`src/rtl/sbox_layer_ctrl.sv`:
```
// Ascon substitution-layer sequencer: applies the 5-bit S-box to all 64 state
// columns, NB_SBOX columns per cycle, over 64/NB_SBOX RUN cycles.

module sbox (
  input  logic [4:0] x,
  output logic [4:0] y
);
  always_comb begin
    y = 5'h00;
    case (x)
      5'h00: y = 5'h04; 5'h01: y = 5'h0b; 5'h02: y = 5'h1f; 5'h03: y = 5'h14;
      5'h04: y = 5'h1a; 5'h05: y = 5'h15; 5'h06: y = 5'h09; 5'h07: y = 5'h02;
      5'h08: y = 5'h1b; 5'h09: y = 5'h05; 5'h0a: y = 5'h08; 5'h0b: y = 5'h12;
      5'h0c: y = 5'h1d; 5'h0d: y = 5'h03; 5'h0e: y = 5'h06; 5'h0f: y = 5'h1c;
      5'h10: y = 5'h1e; 5'h11: y = 5'h13; 5'h12: y = 5'h07; 5'h13: y = 5'h0e;
      5'h14: y = 5'h00; 5'h15: y = 5'h0d; 5'h16: y = 5'h11; 5'h17: y = 5'h18;
      5'h18: y = 5'h10; 5'h19: y = 5'h0c; 5'h1a: y = 5'h01; 5'h1b: y = 5'h19;
      5'h1c: y = 5'h16; 5'h1d: y = 5'h0a; 5'h1e: y = 5'h0f; 5'h1f: y = 5'h17;
      default: y = 5'h00;
    endcase
  end
endmodule

module sbox_layer_ctrl #(
  parameter int NB_SBOX = 8
) (
  input  logic         clock_i,
  input  logic         reset_i,
  input  logic         start_i,
  input  logic [319:0] state_i,
  output logic [319:0] state_o,
  output logic         busy_o,
  output logic         done_o
);
  localparam int NB_STEP = 64 / NB_SBOX;
  localparam int CW      = (NB_STEP > 1) ? $clog2(NB_STEP) : 1;
  localparam int LG      = $clog2(NB_SBOX);

  typedef enum logic [1:0] {IDLE, RUN, DONE} fsm_t;

  fsm_t               fsm, fsm_nxt;
  logic [CW-1:0]      cnt, cnt_nxt;
  // word 4 is x0 (bits 319:256), word 0 is x4 (bits 63:0)
  logic [4:0][63:0]   st, st_nxt, st_sub;
  logic [5:0]         base;
  logic [NB_SBOX-1:0][4:0] sin, sout;

  assign base = 6'(cnt) << LG;

  always_comb begin
    for (int i = 0; i < NB_SBOX; i++)
      for (int w = 0; w < 5; w++)
        sin[i][w] = st[w][base + 6'(i)];
  end

  for (genvar g = 0; g < NB_SBOX; g++) begin : g_lane
    sbox u_sbox (.x(sin[g]), .y(sout[g]));
  end

  always_comb begin
    st_sub = st;
    for (int i = 0; i < NB_SBOX; i++)
      for (int w = 0; w < 5; w++)
        st_sub[w][base + 6'(i)] = sout[i][w];
  end

  always_comb begin
    fsm_nxt = fsm;
    cnt_nxt = cnt;
    st_nxt  = st;
    case (fsm)
      IDLE: if (start_i) begin
        st_nxt  = state_i;
        cnt_nxt = '0;
        fsm_nxt = RUN;
      end
      RUN: begin
        st_nxt = st_sub;
        // counter holds on the last step so it can never wrap
        if (cnt == CW'(NB_STEP - 1)) fsm_nxt = DONE;
        else                         cnt_nxt = cnt + CW'(1);
      end
      DONE:    fsm_nxt = IDLE;
      default: fsm_nxt = IDLE;
    endcase
  end

  always_ff @(posedge clock_i) begin
    if (reset_i) begin
      fsm <= IDLE;
      cnt <= '0;
      st  <= '0;
    end else begin
      fsm <= fsm_nxt;
      cnt <= cnt_nxt;
      st  <= st_nxt;
    end
  end

  assign state_o = st;
  assign busy_o  = (fsm != IDLE);
  assign done_o  = (fsm == DONE);
endmodule

```
`config.mk`:
```
export PLATFORM = sky130hd
export DESIGN_NAME = sbox_layer_ctrl
export DESIGN_NICKNAME = d
export VERILOG_FILES = /design/src/rtl/sbox_layer_ctrl.sv
export SDC_FILE = /design/constraint.sdc
export NUM_CORES = 1
export LEC_CHECK = 0
export CAP_MARGIN = 10
export CORE_AREA = 2 2 253 255
export DETAILED_ROUTE_END_ITERATION = 12
export DIE_AREA = 0 0 255 257
export DONT_BUFFER_PORTS = 1
export MAX_ROUTING_LAYER = met4
export PLACE_DENSITY = 0.55
export REMOVE_ABC_BUFFERS = 1
export SYNTH_ARGS = -nofsm -noshare
export SYNTH_HDL_FRONTEND = slang
export SYNTH_HIERARCHICAL = 1
export SYNTH_SLANG_ARGS = --single-unit
```
`constraint.sdc`:
```
create_clock -name clock_i -period 3.8 [get_ports clock_i]
set_clock_uncertainty 0.2 [all_clocks]
set_input_delay 0.19 -clock clock_i [delete_from_list [all_inputs] [get_ports clock_i]]
set_output_delay 0.19 -clock clock_i [all_outputs]
set_load 0.005 [all_outputs]
```
; ---- Word-level counts from Yosys, hierarchy flattened
; Memories as Yosys holds them, arrays and structs flattened.
; Index checks and enable logic that the tools add are counted.
[totals]
out_inout_bits = 322
n_memories = 8
mem_bits_ro = 1280
latch_bits = 0
reg_bits = 325
in_bits = 323
wordCells = 203
ram_bits = 0
[memory_table]
columns = name, words, width, read_ports, rd_ports_with_merged_regs, write_ports, line_no
row1 = (no name shown), 32, 5, 1, 0, 0, 10  ; case (x)
row2 = (no name shown), 32, 5, 1, 0, 0, 10
row3 = (no name shown), 32, 5, 1, 0, 0, 10
row4 = (no name shown), 32, 5, 1, 0, 0, 10
row5 = (no name shown), 32, 5, 1, 0, 0, 10
row6 = (no name shown), 32, 5, 1, 0, 0, 10
row7 = +2 memories, n/a, n/a, n/a, n/a, n/a, n/a
[op_classes]
eq_ne = 6
n_lt_le_gt_ge = 16
n_reduce_logical = 14
n_mul = 0
div_mod_pow = 0
n_shift = 0
bitwise = 0
add_sub_neg = 8
muxes = 144
[ops]
columns = cell, n
row1 = $bwmux 64, 40
row2 = $pmux 320 s2, 1
row3 = $mux 320, 1
row4 = $bmux 1 s6, 35
row5 = $lt 6x7->1 const B, 8
row6 = $ge 6x1->1 const B, 8
row7 = $mux 1, 48
row8 = $demux 1 s6, 7
row9 = $add 6x3->6 const B, 4
row10 = $bmux 1 s3, 5
row11 = $add 6x2->6 const B, 2
row12 = $logic_and 1x1->1, 8
row13 = $add 6x1->6 const B, 1
row14 = $mux 3, 2
row15 = $ne 2x2->1 const B, 3
row16 = $pmux 3 s2, 1
row17 = $mux 2, 2
row18 = $pmux 2 s2, 1
row19 = $reduce_and 2->1, 2
row20 = $reduce_bool 2->1, 2
row21 = $add 3x1->3 const B, 1
row22 = $demux 1 s3, 1
row23 = $eq 3x3->1 const B, 1
row24 = $reduce_and 3->1, 1
row25 = other kinds (3), 3

; ---- Depth between registers and ports, before layout
[logic_depth]
word_depth = 13
ltp_mapped = 18

; ---- By module
; Netlist, hierarchy kept.
[modules_own_cells]
columns = module, area_per_inst_um2, n_inst, cells_each, seq_area_each_um2
row1 = sbox_layer_ctrl, 17564.3, 1, 1949, 6506.2
row2 = sbox at g_lane[0].u_sbox ..., 148.9, 6, 23, 0.0
row3 = sbox at g_lane[1].u_sbox, 165.2, 1, 26, 0.0
row4 = sbox at g_lane[2].u_sbox, 156.4, 1, 21, 0.0

; ---- Worst setup path before layout
; No wires, ideal clock.
[synth_timing]
path_type = register to register
from = reg cnt[0]
to = reg st (netlist bit state_o[193])
path_slack_ps = 192
path_stages_with_launch = 15
arrival_time_ps = 3321
required_time_ps = 3514
cell_sequence = dfxtp_1 buf_4 buf_2 buf_2 mux2_2 a221oi_1 o22ai_1 ha_1 and2_1 or3_1 o2111ai_1 and2_1 clkbuf_1 a22oi_1 a221oi_2
[synth_rtl]
columns = element, line_no
row1 = from (decl), 42  ; logic [CW-1:0] cnt, cnt_nxt;
row2 = from (signal assigned), 95  ; cnt <= cnt_nxt;
row3 = to (signal assigned), 96  ; st <= st_nxt;
row4 = to (decl), 44  ; logic [4:0][63:0] st, st_nxt, st_sub;

==> results.py <==
metrics = {
    "sta": {
        "period_share_pct": 95.54,
        "rsz0062_at_grt": "yes",
        "hold_viol_final": 308,
        "setup_tns_ns": 0,
        "slew_violations": 0,
        "hold_slack_ns": -0.4893,
        "relSlewSlack_pct": 19.41,
        "final-setup-viol-count": 0,
        "fin_crit_ns": 3.630,
        "worstMarginPinSlew_ns": 1.209,
        "max_freq_ghz": 0.2754,
    },
    "synthesis": {
        "synth.most_common_cell": "nor2_1",
        "yosysSeqAreaShare_pct": 34.65,
        "ys_warn_count": 6,
        "synth_common_cells": "nor2_1 (334), a22oi_1 (326), dfxtp_1 (325)",
        "synth.distinct_cells": 60,
        "synth.top_cell.area_share_pct": 34.65,
        "synth.ff_latch_count": 325,
        "ys_dominant_reg_cell": "dfxtp_1",
        "synth_area_leaders": "dfxtp_1 (35%), a221oi_1 (14%), a22oi_1 (13%), nor2_1 (6.7%), mux4_2 (4.6%)",
        "synthArstFlopShare_pct": 0,
        "netlist_area_sq_mm": 0.01878,
        "synth_largest_area_cell": "dfxtp_1",
        "syn_area_per_cell_sq_um": 8.800,
        "synthCells": 2134,
        "synth_edf_count": 0,
    },
    "run_status": {
        "violations": "hold timing",
        "status": "finished with violations",
    },
    "grt": {
        "grt_pass1_vias": 19360,
        "antenna_found_initial": 7,
        "grt.total_usage_pct": 30.96,
        "grt_max_degree": 326,
        "grt_pass1_wl_microns": 144000,
        "grt-ovfl-total": 0,
    },
    "routing": {
        "met3_wirelength_microns": 13050,
        "first_pass_iters": 7,
        "drc_errors": 0,
        "drt_iter0_markers": 3033,
        "routed.top_layer": "met4",
        "wl_met2_microns": 45810,
        "wl_per_cell_microns": 36.21,
        "num_vias": 20080,
        "via_per_inst": 6.993,
        "wl_met1_microns": 38450,
        "totalWireLength_microns": 104000,
        "drtAntennaViolNets": 0,
    },
    "die": {
        "core_area_sq_mm": 0.06274,
        "die_h_microns": 257,
        "dieArea_sq_mm": 0.06554,
        "rows": 92,
        "die_w_microns": 255,
        "ios": 645,
        "start_util_pct": 29.93,
    },
    "worst_hold_path": {
        "hp-class": "input pin to register",
    },
    "pwr": {
        "power.total_mw": 10.51,
        "power_density_mw_per_mm2": 494.0,
        "p_leak_nw": 7.309,
        "vdd_drop_max_v": 0.0003470,
    },
    "clocking": {
        "clk_pin_slew_ns": 0.07,
        "numCtsBuffers": 40,
        "htreeDepth": 2,
        "cts_max_path_buffers": 3,
        "clock_latency_ns": 0.56,
        "clockRootBuffer": "clkbuf_16",
        "cts_tree": "yes",
        "cts.sinks": 325,
    },
    "cells_and_area": {
        "area.growth.synth_to_final_pct": 13.29,
        "layout.nets": 2332,
        "n_fill_cell": 6487,
        "drive_above_1_share_pct": 15.54,
    },
    "placed_design": {
        "dpl.hpwl_microns": 69810,
        "gp_congestion": 0.9356,
        "io_buffers": 0,
    },
    "worst_setup_path": {
        "crit_family": "buffers and inverters",
        "cp_slowest_cell": "dlygate4sd3_1",
        "crit_type": "register to register",
        "startpoint_type": "register",
        "path_buf_inv": 3,
        "path_cells": "buf_12 > buf_6 > mux2i_1 > nor2_1 > or4_1 > xnor2_2 > nand2_1 > o21ai_0 > and2_2 > a22oi_1 > a221oi_1 > dlygate4sd3_1",
        "end_kind": "register",
        "worstPathRequired_ns": 4.11,
        "max_stage_delay_ns": 0.59,
        "cp_max_fo": 17,
        "cp.arrival_ns": 3.94,
    },
    "run": {
        "cap_violations": 0,
    },
}
placed cells by master, fill, tap and decap left out, drive strengths merged, types with 18 or more instances in the layout:
cell type / count
nand2: 93
ha: 18
a221oi: 348
xor2: 22
and2: 45
o21ai: 50
buf: 100
mux2i: 22
a22oi: 326
dfxtp: 325
clkbuf: 58
mux4: 38
dlygate4sd3: 26
nor2: 334
a21oi: 32
path summary, 6_finish.rpt:
kind	slack, ns	startpoint	cells after the start	end
setup / recovery	0.17	cnt[1]$_SDFFE_PP0P_	12	state_o[34]$_SDFFE_PP0P_
hold / removal	-0.49	reset_i	1	state_o[129]$_SDFFE_PP0P_
setup reg to reg	0.17	cnt[1]$_SDFFE_PP0P_	12	state_o[34]$_SDFFE_PP0P_
hold reg to reg	0.36	state_o[315]$_SDFFE_PP0P_	2	state_o[315]$_SDFFE_PP0P_
routing by layer:
metal,global-route usage [%],vias up
li1,-,8002
met3,9.802,489
met5,-,-
met4,16.52,0
met2,46.52,1766
met1,36.71,9827
layout make-up:
| class | count | area (sq um) | share of cell area (%) |
|---|---|---|---|
| Multi-Input combinational cell | 1481 | 11020 | 51.81 |
| Sequential cell | 325 | 6520 | 30.65 |
| Timing Repair Buffer | 126 | 1323 | 6.216 |
| Clock buffer | 58 | 1170 | 5.499 |
| Tap cell | 846 | 1059 | 4.975 |
| Clock inverter | 13 | 103.9 | 0.4881 |
| Inverter | 17 | 63.81 | 0.2999 |
| Antenna cell | 6 | 15.01 | 0.07057 |
power breakdown:
group | internal (mW) | switching (mW) | total, mW
clock | 2.21 | 1.64 | 3.84
sequential | 3.71 | 0.444 | 4.16
combinational | 0.987 | 1.52 | 2.51
registers in the layout (all words and copies together) (netlist names):
| signal | count |
|---|---|
| cnt | 3 |
| fsm | 2 |
| state_o | 320 |
logic make-up after synthesis:
family / share of synthesized area [%]
adder cells (fa/ha/maj): 1.199
XOR/XNOR: 1.859
flip-flops: 34.65
multiplexers: 6.689
buffers and inverters: 7.789
AO/OA/AOI/OAI: 34.28
AND/OR/NAND/NOR: 13.54
through the flow:
step	cell area [sq um]	std cells	utilization [%]	setup slack, ns
final	21280	2872	33.91	0.1695
after global routing	21270	2871	33.91	-0.05153
after CTS	21090	2854	33.61	0.01148
after detailed placement	19660	2768	31.33	-0.06169
after global placement	19660	2768	31.33	0.06269
after floorplan	17380	1823	-	-6.919
worst reg2reg max path: cells and delay by family (launching register included):
family                    cells  cell delay (ns)
DFF                           1             0.42
muxes                         1             0.22
xor gates and xnor gates      1             0.24
buffers and inverters         3             1.01
and+or+nand+nor               4             1.01
AOI/OAI and AO/OA             3             0.48
what timing repair did:
action	in CTS	in global routing
hold buffers	15	11
resized for setup	1	16
setup endpoints to repair	8	71
endpoints found under the hold margin	325	310
setup buffers	0	1
cloned	0	0
No activity file was read; power rests on OpenSTA's default activity.
